===== src/rtl/mem_copy_engine.sv =====
// Block copy engine for the single-port data SRAM: alternates read and write cycles per word.
// Optional running checksum of copied words enabled by MEMCPY_CHECKSUM_EN.
module mem_copy_engine #(
    parameter int unsigned D_SIZE = 32,
    parameter int unsigned A_SIZE = 10
) (
    input  logic              clk,
    input  logic              rst,
    input  logic              start,
    input  logic              abort,
    input  logic [A_SIZE-1:0] src_addr,
    input  logic [A_SIZE-1:0] dst_addr,
    input  logic [A_SIZE:0]   length,
    output logic              busy,
    output logic              done,
    output logic [A_SIZE:0]   words_done,
`ifdef MEMCPY_CHECKSUM_EN
    output logic [D_SIZE-1:0] checksum,
`endif
    output logic              mem_read,
    output logic              mem_write,
    output logic [A_SIZE-1:0] mem_address,
    output logic [D_SIZE-1:0] mem_wdata,
    input  logic [D_SIZE-1:0] mem_rdata
);

    typedef enum logic [1:0] {
        S_IDLE = 2'd0,
        S_RD   = 2'd1,
        S_WR   = 2'd2,
        S_FIN  = 2'd3
    } state_e;

    state_e            state_q;
    logic [A_SIZE-1:0] src_q;
    logic [A_SIZE-1:0] dst_q;
    logic [A_SIZE:0]   rem_q;
    logic [A_SIZE:0]   words_q;

    logic [A_SIZE-1:0] src_d;
    logic [A_SIZE-1:0] dst_d;
    logic [A_SIZE:0]   rem_d;
    logic [A_SIZE:0]   words_d;

    // Pointers wrap silently at the top of memory.
    assign src_d   = src_q + A_SIZE'(1);
    assign dst_d   = dst_q + A_SIZE'(1);
    assign rem_d   = rem_q - (A_SIZE + 1)'(1);
    assign words_d = words_q + (A_SIZE + 1)'(1);

`ifdef MEMCPY_CHECKSUM_EN
    logic [D_SIZE-1:0] cks_q;
    assign checksum = cks_q;
`endif

    always_ff @(posedge clk or posedge rst) begin
        if (rst) begin
            state_q <= S_IDLE;
            src_q   <= '0;
            dst_q   <= '0;
            rem_q   <= '0;
            words_q <= '0;
`ifdef MEMCPY_CHECKSUM_EN
            cks_q   <= '0;
`endif
        end else begin
            case (state_q)
                S_IDLE: begin
                    // start wins over a simultaneous abort; abort alone is ignored here
                    if (start) begin
                        words_q <= '0;
`ifdef MEMCPY_CHECKSUM_EN
                        cks_q   <= '0;
`endif
                        if (length != '0) begin
                            src_q   <= src_addr;
                            dst_q   <= dst_addr;
                            rem_q   <= length;
                            state_q <= S_RD;
                        end else begin
                            state_q <= S_FIN;
                        end
                    end
                end
                S_RD: begin
                    state_q <= abort ? S_IDLE : S_WR;
                end
                S_WR: begin
                    // The write issued this cycle always completes, even under abort.
                    src_q   <= src_d;
                    dst_q   <= dst_d;
                    rem_q   <= rem_d;
                    words_q <= words_d;
`ifdef MEMCPY_CHECKSUM_EN
                    cks_q   <= cks_q + mem_rdata;
`endif
                    if (abort)
                        state_q <= S_IDLE;
                    else if (rem_q == (A_SIZE + 1)'(1))
                        state_q <= S_FIN;
                    else
                        state_q <= S_RD;
                end
                S_FIN: begin
                    state_q <= S_IDLE;
                end
                default: begin
                    state_q <= S_IDLE;
                end
            endcase
        end
    end

    // Bus and status outputs decode the state register only.
    assign busy        = (state_q != S_IDLE);
    assign done        = (state_q == S_FIN);
    assign words_done  = words_q;
    assign mem_read    = (state_q == S_RD);
    assign mem_write   = (state_q == S_WR);
    assign mem_address = (state_q == S_RD) ? src_q :
                         (state_q == S_WR) ? dst_q : '0;
    assign mem_wdata   = (state_q == S_WR) ? mem_rdata : '0;

endmodule

===== config.mk =====
export PLATFORM = sky130hd
export DESIGN_NAME = mem_copy_engine
export DESIGN_NICKNAME = d
export VERILOG_FILES = /design/src/rtl/mem_copy_engine.sv
export SDC_FILE = /design/constraint.sdc
export NUM_CORES = 1
export LEC_CHECK = 0
export CAP_MARGIN = 10
export CORE_ASPECT_RATIO = 1.2
export CORE_MARGIN = 4
export CORE_UTILIZATION = 55
export DETAILED_ROUTE_END_ITERATION = 6
export DONT_BUFFER_PORTS = 1
export MAX_ROUTING_LAYER = met4
export PLACE_DENSITY = 0.74
export SYNTH_ARGS = -nofsm -noshare
export SYNTH_HDL_FRONTEND = slang
export SYNTH_SLANG_ARGS = --single-unit

===== constraint.sdc =====
create_clock -name clk -period 3.9 [get_ports clk]
set_input_delay 0.195 -clock clk [delete_from_list [all_inputs] [get_ports clk]]
set_output_delay 0.195 -clock clk [all_outputs]
set_load 0.01 [all_outputs]

==> summary.md, run 1 <==
| Metric | Value |
|---|---|
| DRT iter0 DRCs | 275 |
| Gate power share | 0.329 |
| Synth cell types | 50 |
| Global-route wire length before repair | 13,200 microns |
| Initial antenna violation count | 0 |
| TritonCTS clock tree | done |
| HP Class | input pin to flop |
| Clock Tree Root | clkbuf_8 |
| Crit end category | output pin |
| Largest net degree at the start of global routing | 71 |
| Critical path fanouts, max | 70 |
| Async set-reset flop share out of synthesis | 1.00 |
| Leading post-synthesis cells by instance count | dfrtp_1 (44), nand2_1 (35), and2_1 (32) |
| Core area | 5260 sq um |
| Register share of total power | 0.473 |
| Final Hold Fails | 0 |
| # Post-CTS Setup Buffers | 0 |
| EDFF count, synth | 0 |
| Synth top area share | 0.370 |
| Pleak | 0.00124 uW |
| I/O pin count | 124 |
| Avg WL per Cell | 19.8 microns |
| Top post-synthesis cells by area | dfrtp_1 (37%), and2_1 (6.7%), a31oi_1 (4.4%) |
| Skew-Pair Late Insertion Delay | 300 ps |
| Final WL | 8100 microns |
| Post-synthesis sequential area ratio | 0.370 |
| VDD IR-drop max | 0.244 mV |
| Synth Register Bits | 44 |
| Post-layout min period | 2470 ps |
| Final period util | 0.634 |
| Pwr dens | 495 nW/um^2 |
| Synth Net Count | 433 |
| Syn_area_per_cell | 8.24 sq um |
| GPL Wtd Cong | 0.920 |
| DR vias/cell | 6.73 |
| Primary FF master, synth | dfrtp_1 |
| DR DRC count | 0 |
| CP Data Required Time | 3700 ps |
| Worst-path clk slew | 90 ps |
| Setup TNS Final | 0 ps |
| RSZ-0062 raised after global routing | no |
| CP startpoint kind | flop |
| Setup Crit Path Kind | flop to output pin |
| Crit path DAT | 2280 ps |
| Worst-Margin Slew | 1020 ps |
| Grt ovf | 0 |
| P_int | 913 uW |
| CP top delay family | buffers and inverters |
| Layout net count | 418 |
| Clock sink count | 44 |
| HPWL reported at the end of detailed placement | 5770 microns |
| Total CTS buffers | 5 |
| Slew headroom | 0.321 |
| Cell area after synthesis | 2970 sq um |
| Clock power frac | 0.198 |
| Top-count cell post-synth | dfrtp_1 |
| Die Wd | 75.1 microns |
| Outcome | finished clean |
| # rows | 29 |
| Die area | 6650 sq um |
| Dominant cell type by area after synthesis | dfrtp_1 |
| Global Route Usage Sum | 0.263 |
| Post-cts sizing count | 0 |
| Net load switching power | 608 uW |
| Starting Density | 0.565 |
| Max Root-Sink Buffers | 2 |
| Yosys warning count | 0 |
| CP Cell Sequence | nand2b_1 > inv_2 > buf_4 > a22o_1 |
| Fin util | 0.584 |
| Max-cap violations | 0 |
| Share of post-route cells with drive strength above 1 | 0.0634 |
| Max incr delay on CP | 740 ps |
| Fin Hold WS | 44.7 ps |
| CTS HTree Levels | 2 |
| DR vias | 2,753 |
| Fin. max-slew vios | 0 |
| Max Fclk | 0.404 GHz |
| DRT Pass-1 Iters | 4 |
| Cts hold-fix bufs | 2 |
| Final setup viols | 0 |
| Sw Ratio | 0.400 |
| Number of global-route vias before repair | 2,716 |
| Diodes inserted | 0 |
| Synth-to-Final Area Change | 3.37% |
| DRT antenna net count | 0 |
| CP max-delay cell | inv_2 |
| Setup Skew | 8.13 ps |
| Die Y-Extent | 88.5 microns |
| Port Buf Inserts | 0 |
| CP bufs+invs | 2 |
| Post-Syn Instances | 361 |
-- cell type report --
type	instances	area, sq um
timing repair buffer	10	80.1
fill	461	2190
tap	62	77.6
inverter	9	33.8
clock buffer	8	90.1
sequential	44	1100
multi-input combinational	276	1690
-- sequential cells by signal (all words and copies together), names as in the netlist --
signal / flops
state_q: 2
rem_q: 11
dst_q: 10
src_q: 10
words_done: 11
-- layout by cell type (no fill, tap or decap), types with 2 or more instances in the layout --
cell type / n
nor3_1: 14
a311oi_1: 2
o22ai_1: 6
and4_1: 3
o2bb2ai_1: 4
clkbuf_8: 6
buf_4: 8
a21oi_1: 22
and2_1: 32
nor4_2: 2
clkbuf_1: 2
dfrtp_1: 44
a22o_1: 12
nand2b_1: 2
nor4_1: 4
o22a_1: 2
o31ai_1: 4
inv_1: 8
nand2_1: 35
o211a_1: 2
o21ai_0: 21
and3_1: 6
o32ai_1: 2
a211oi_1: 3
o21ai_1: 4
dlygate4sd3_1: 2
nand3_1: 14
mux2i_1: 2
nor2_1: 21
a22oi_1: 2
ha_1: 5
nand4_1: 7
a2bb2oi_1: 7
a31oi_1: 21
-- power by group through the flow --
stage / Clock (uW) / Combinational [uW] / Sequential (uW)
floorplan: 0 / 434 / 671
global placement: 0 / 490 / 723
detailed placement: 0 / 497 / 723
CTS: 306 / 501 / 714
global route: 323 / 567 / 743
finish: 302 / 500 / 719
-- worst paths after layout --
| check | startpoint | end | slack, ps | depth (start not counted) |
|---|---|---|---|---|
| setup / recovery | state_q[0] | mem_address[7] | 1430 | 4 |
| hold reg to reg | rem_q[6] | rem_q[6] | 510 | 1 |
| setup reg to reg | state_q[1] | rem_q[5] | 1610 | 4 |
| max in group asynchronous | rst | dst_q[3] | 3030 | 3 |
| min in group asynchronous | rst | dst_q[4] | 490 | 3 |
| hold / removal | dst_addr[0] | dst_q[0] | 40 | 2 |
-- metrics by stage --
step	instances	worst slack (ps)	instance area, sq um	power [uW]
finish	409	1430	3070	1520
global route	409	1220	3070	1630
CTS	409	1430	3070	1520
detailed placement	399	1640	2960	1220
global placement	399	1660	2960	1210
floorplan	361	2240	2970	1100
-- worst reg2reg max path, delay by kind of cell, from the launching register on --
family,cells,cell delay [ps]
simple gates,3,1540
flops,1,480
compound gates,1,210
-- metal layers --
metal,share of wire,GRT usage,vias to the layer above,routed length [microns]
li1,-,-,1309,-
met1,0.40,0.325,1297,3210
met2,0.50,0.424,135,4050
met3,0.085,0.0591,12,689
met4,0.018,0.0825,0,146
met5,0,-,-,0
-- kinds of logic after synthesis --
family / after synthesis / share of synthesized area
simple gates: 145 / 0.258
compound gates: 122 / 0.277
flops: 44 / 0.370
buf+inv: 41 / 0.0610
fa+ha+maj: 5 / 0.0210
xor+xnor: 2 / 0.00589
mux: 2 / 0.00673
(Power assumes the default switching activity.)
==> run 2: changes to the inputs <==
Settings changed: PLACE_DENSITY 0.74 to 0.77.
Clock period 3.9 ns to 2.1 ns, I/O delays scaled along.
==> summary.md, run 2 (synthesis gave the netlist of run 1 again) <==
| Metric | Value |
|---|---|
| Final Hold Fails | 0 |
| VDD IR-drop max | 0.404 mV |
| Global-route wire length before repair | 13,000 microns |
| Die area | 6650 sq um |
| CP max-delay cell | dfrtp_1 |
| Worst-path clk slew | 90 ps |
| Commonest non-fill, non-tap cells in the layout | dfrtp_1 (44), nand2_1 (35), and2_1 (32), a21oi_1 (22) |
| Final WL | 8520 microns |
| Max-cap violations | 0 |
| Register share of total power | 0.462 |
| Storage cell area | 1100 sq um |
| P_int | 1720 uW |
| Total CTS buffers | 5 |
| Slew headroom | 0.605 |
| Commonest non-fill, non-tap cell in the layout | dfrtp_1 |
| Worst R2R Setup Slack | 300 ps |
| Largest net degree at the start of global routing | 56 |
| I/O pin count | 124 |
| Core area | 5260 sq um |
| CP Data Required Time | 2290 ps |
| # Post-CTS Setup Buffers | 0 |
| Synth-to-Final Area Change | 8.12% |
| RSZ-0062 raised after global routing | no |
| Setup TNS Final | 0 ps |
| Fillers | 436 |
| Hold_sp | length[1] |
| Final period util | 0.857 |
| Setup Crit Path Kind | flop to flop |
| Layout net count | 430 |
| R2R depth | 5 |
| Clock sink count | 44 |
| Post-route setup slack | 300 ps |
| DRT Pass-1 Iters | 5 |
| Pleak | 0.00130 uW |
| Avg WL per Cell | 20.1 microns |
| Clock power frac | 0.200 |
| Hold endpoint | rem_q[1] |
| Global Route Usage Sum | 0.261 |
| CP startpoint kind | flop |
| Die Y-Extent | 88.5 microns |
| Worst-Margin Slew | 592 ps |
| TritonCTS clock tree | done |
| HP Class | input pin to flop |
| Number of global-route vias before repair | 2,615 |
| HPWL reported at the end of detailed placement | 6050 microns |
| GPL Wtd Cong | 0.898 |
| CTS HTree Levels | 2 |
| Starting Density | 0.565 |
| Share of post-route cells with drive strength above 1 | 0.0780 |
| CP Cell Sequence | nor2_1 > and4_1 > nor2_1 > buf_4 > a31oi_1 |
| Port Buf Inserts | 0 |
| Pwr dens | 896 nW/um^2 |
| DR vias/cell | 6.88 |
| Critical path fanouts, max | 18 |
| Outcome | finished clean |
| CP top delay family | simple AND/OR/NAND/NOR gates |
| Multi-input logic area | 1690 sq um |
| # rows | 29 |
| DRT antenna net count | 0 |
| Net load switching power | 1160 uW |
| Max incr delay on CP | 470 ps |
| Gate power share | 0.338 |
| Max Fclk | 0.555 GHz |
| Post-placement setup slack | 365 ps |
| Initial antenna violation count | 2 |
| DRT iter0 DRCs | 310 |
| Grt ovf | 0 |
| DR vias | 2,911 |
| Fin Hold WS | 1.36 ps |
| Most used cell along the critical path | nor2_1 |
| Fin. max-slew vios | 0 |
| Setup Skew | 6.57 ps |
| Worst r2r dst | dst_q[0] |
| Final setup viols | 0 |
| Die Wd | 75.1 microns |
| Launching point of the worst reg2reg path | state_q[0] |
| Post-layout min period | 1800 ps |
| CP bufs+invs | 1 |
| Skew-Pair Late Insertion Delay | 310 ps |
| Clock Tree Root | clkbuf_8 |
| DR DRC count | 0 |
| Crit path DAT | 1990 ps |
| Sw Ratio | 0.402 |
| Crit end category | flop |
| Max Root-Sink Buffers | 2 |
| Hold Path Depth | 2 |
## run 2: final cells by class
type,count,share of cell area
clock inverters,1,0.00234
flip-flops and latches,44,0.343
diodes,2,0.00156
repair buffers,22,0.0662
well taps,62,0.0241
inverters,9,0.0105
multi-input cells,276,0.526
clock buffers,7,0.0269
## run 2: how the worst max path moves through the flow
stage | start | endpoint | slack, ps | depth (start not counted)
after floorplan | rem_q[5] | rem_q[9] | 440 | 5
after global placement | state_q[0] | src_q[0] | 430 | 5
after detailed placement | state_q[0] | dst_q[0] | 370 | 5
after CTS | state_q[0] | dst_q[0] | 350 | 5
after global routing | state_q[0] | dst_q[1] | 240 | 5
final | state_q[0] | dst_q[0] | 300 | 5
## run 2: timing repair
| action | 4_1_cts | 5_1_grt |
|---|---|---|
| endpoints found under the setup margin | 0 | 0 |
| endpoints found under the hold margin | 52 | 0 |
| hold buffers | 9 | 0 |
| gates resized for setup | 0 | 0 |
## run 2: power by group through the flow
| stage | logic [uW] | clock network [uW] | registers (uW) |
|---|---|---|---|
| global route | 1090 | 616 | 1370 |
| finish | 973 | 576 | 1330 |
| floorplan | 806 | 0 | 1250 |
| CTS | 973 | 586 | 1320 |
| detailed placement | 954 | 0 | 1340 |
| global placement | 934 | 0 | 1320 |
## run 2: routing by layer
layer,GRT usage,share of wire,up-vias
li1,-,-,1336
met1,0.320,0.39,1396
met2,0.422,0.49,167
met3,0.0625,0.096,12
met4,0.0825,0.019,0
met5,-,0,-
## run 2: worst reg2reg max path, delay by kind of cell (launching register included)
family / cells / cell delay [ps]
compound gates: 1 / 120
buf+inv: 1 / 340
flops: 1 / 470
simple gates: 3 / 740
## run 2: metrics by stage
step                      cell area (sq um)  total power, uW  instances   util
after floorplan                        2970             2050        361      -
after global placement                 3030             2260        404  0.575
after detailed placement               3030             2290        404  0.575
after CTS                              3210             2880        421  0.610
after global routing                   3210             3070        423  0.611
final                                  3210             2880        423  0.611
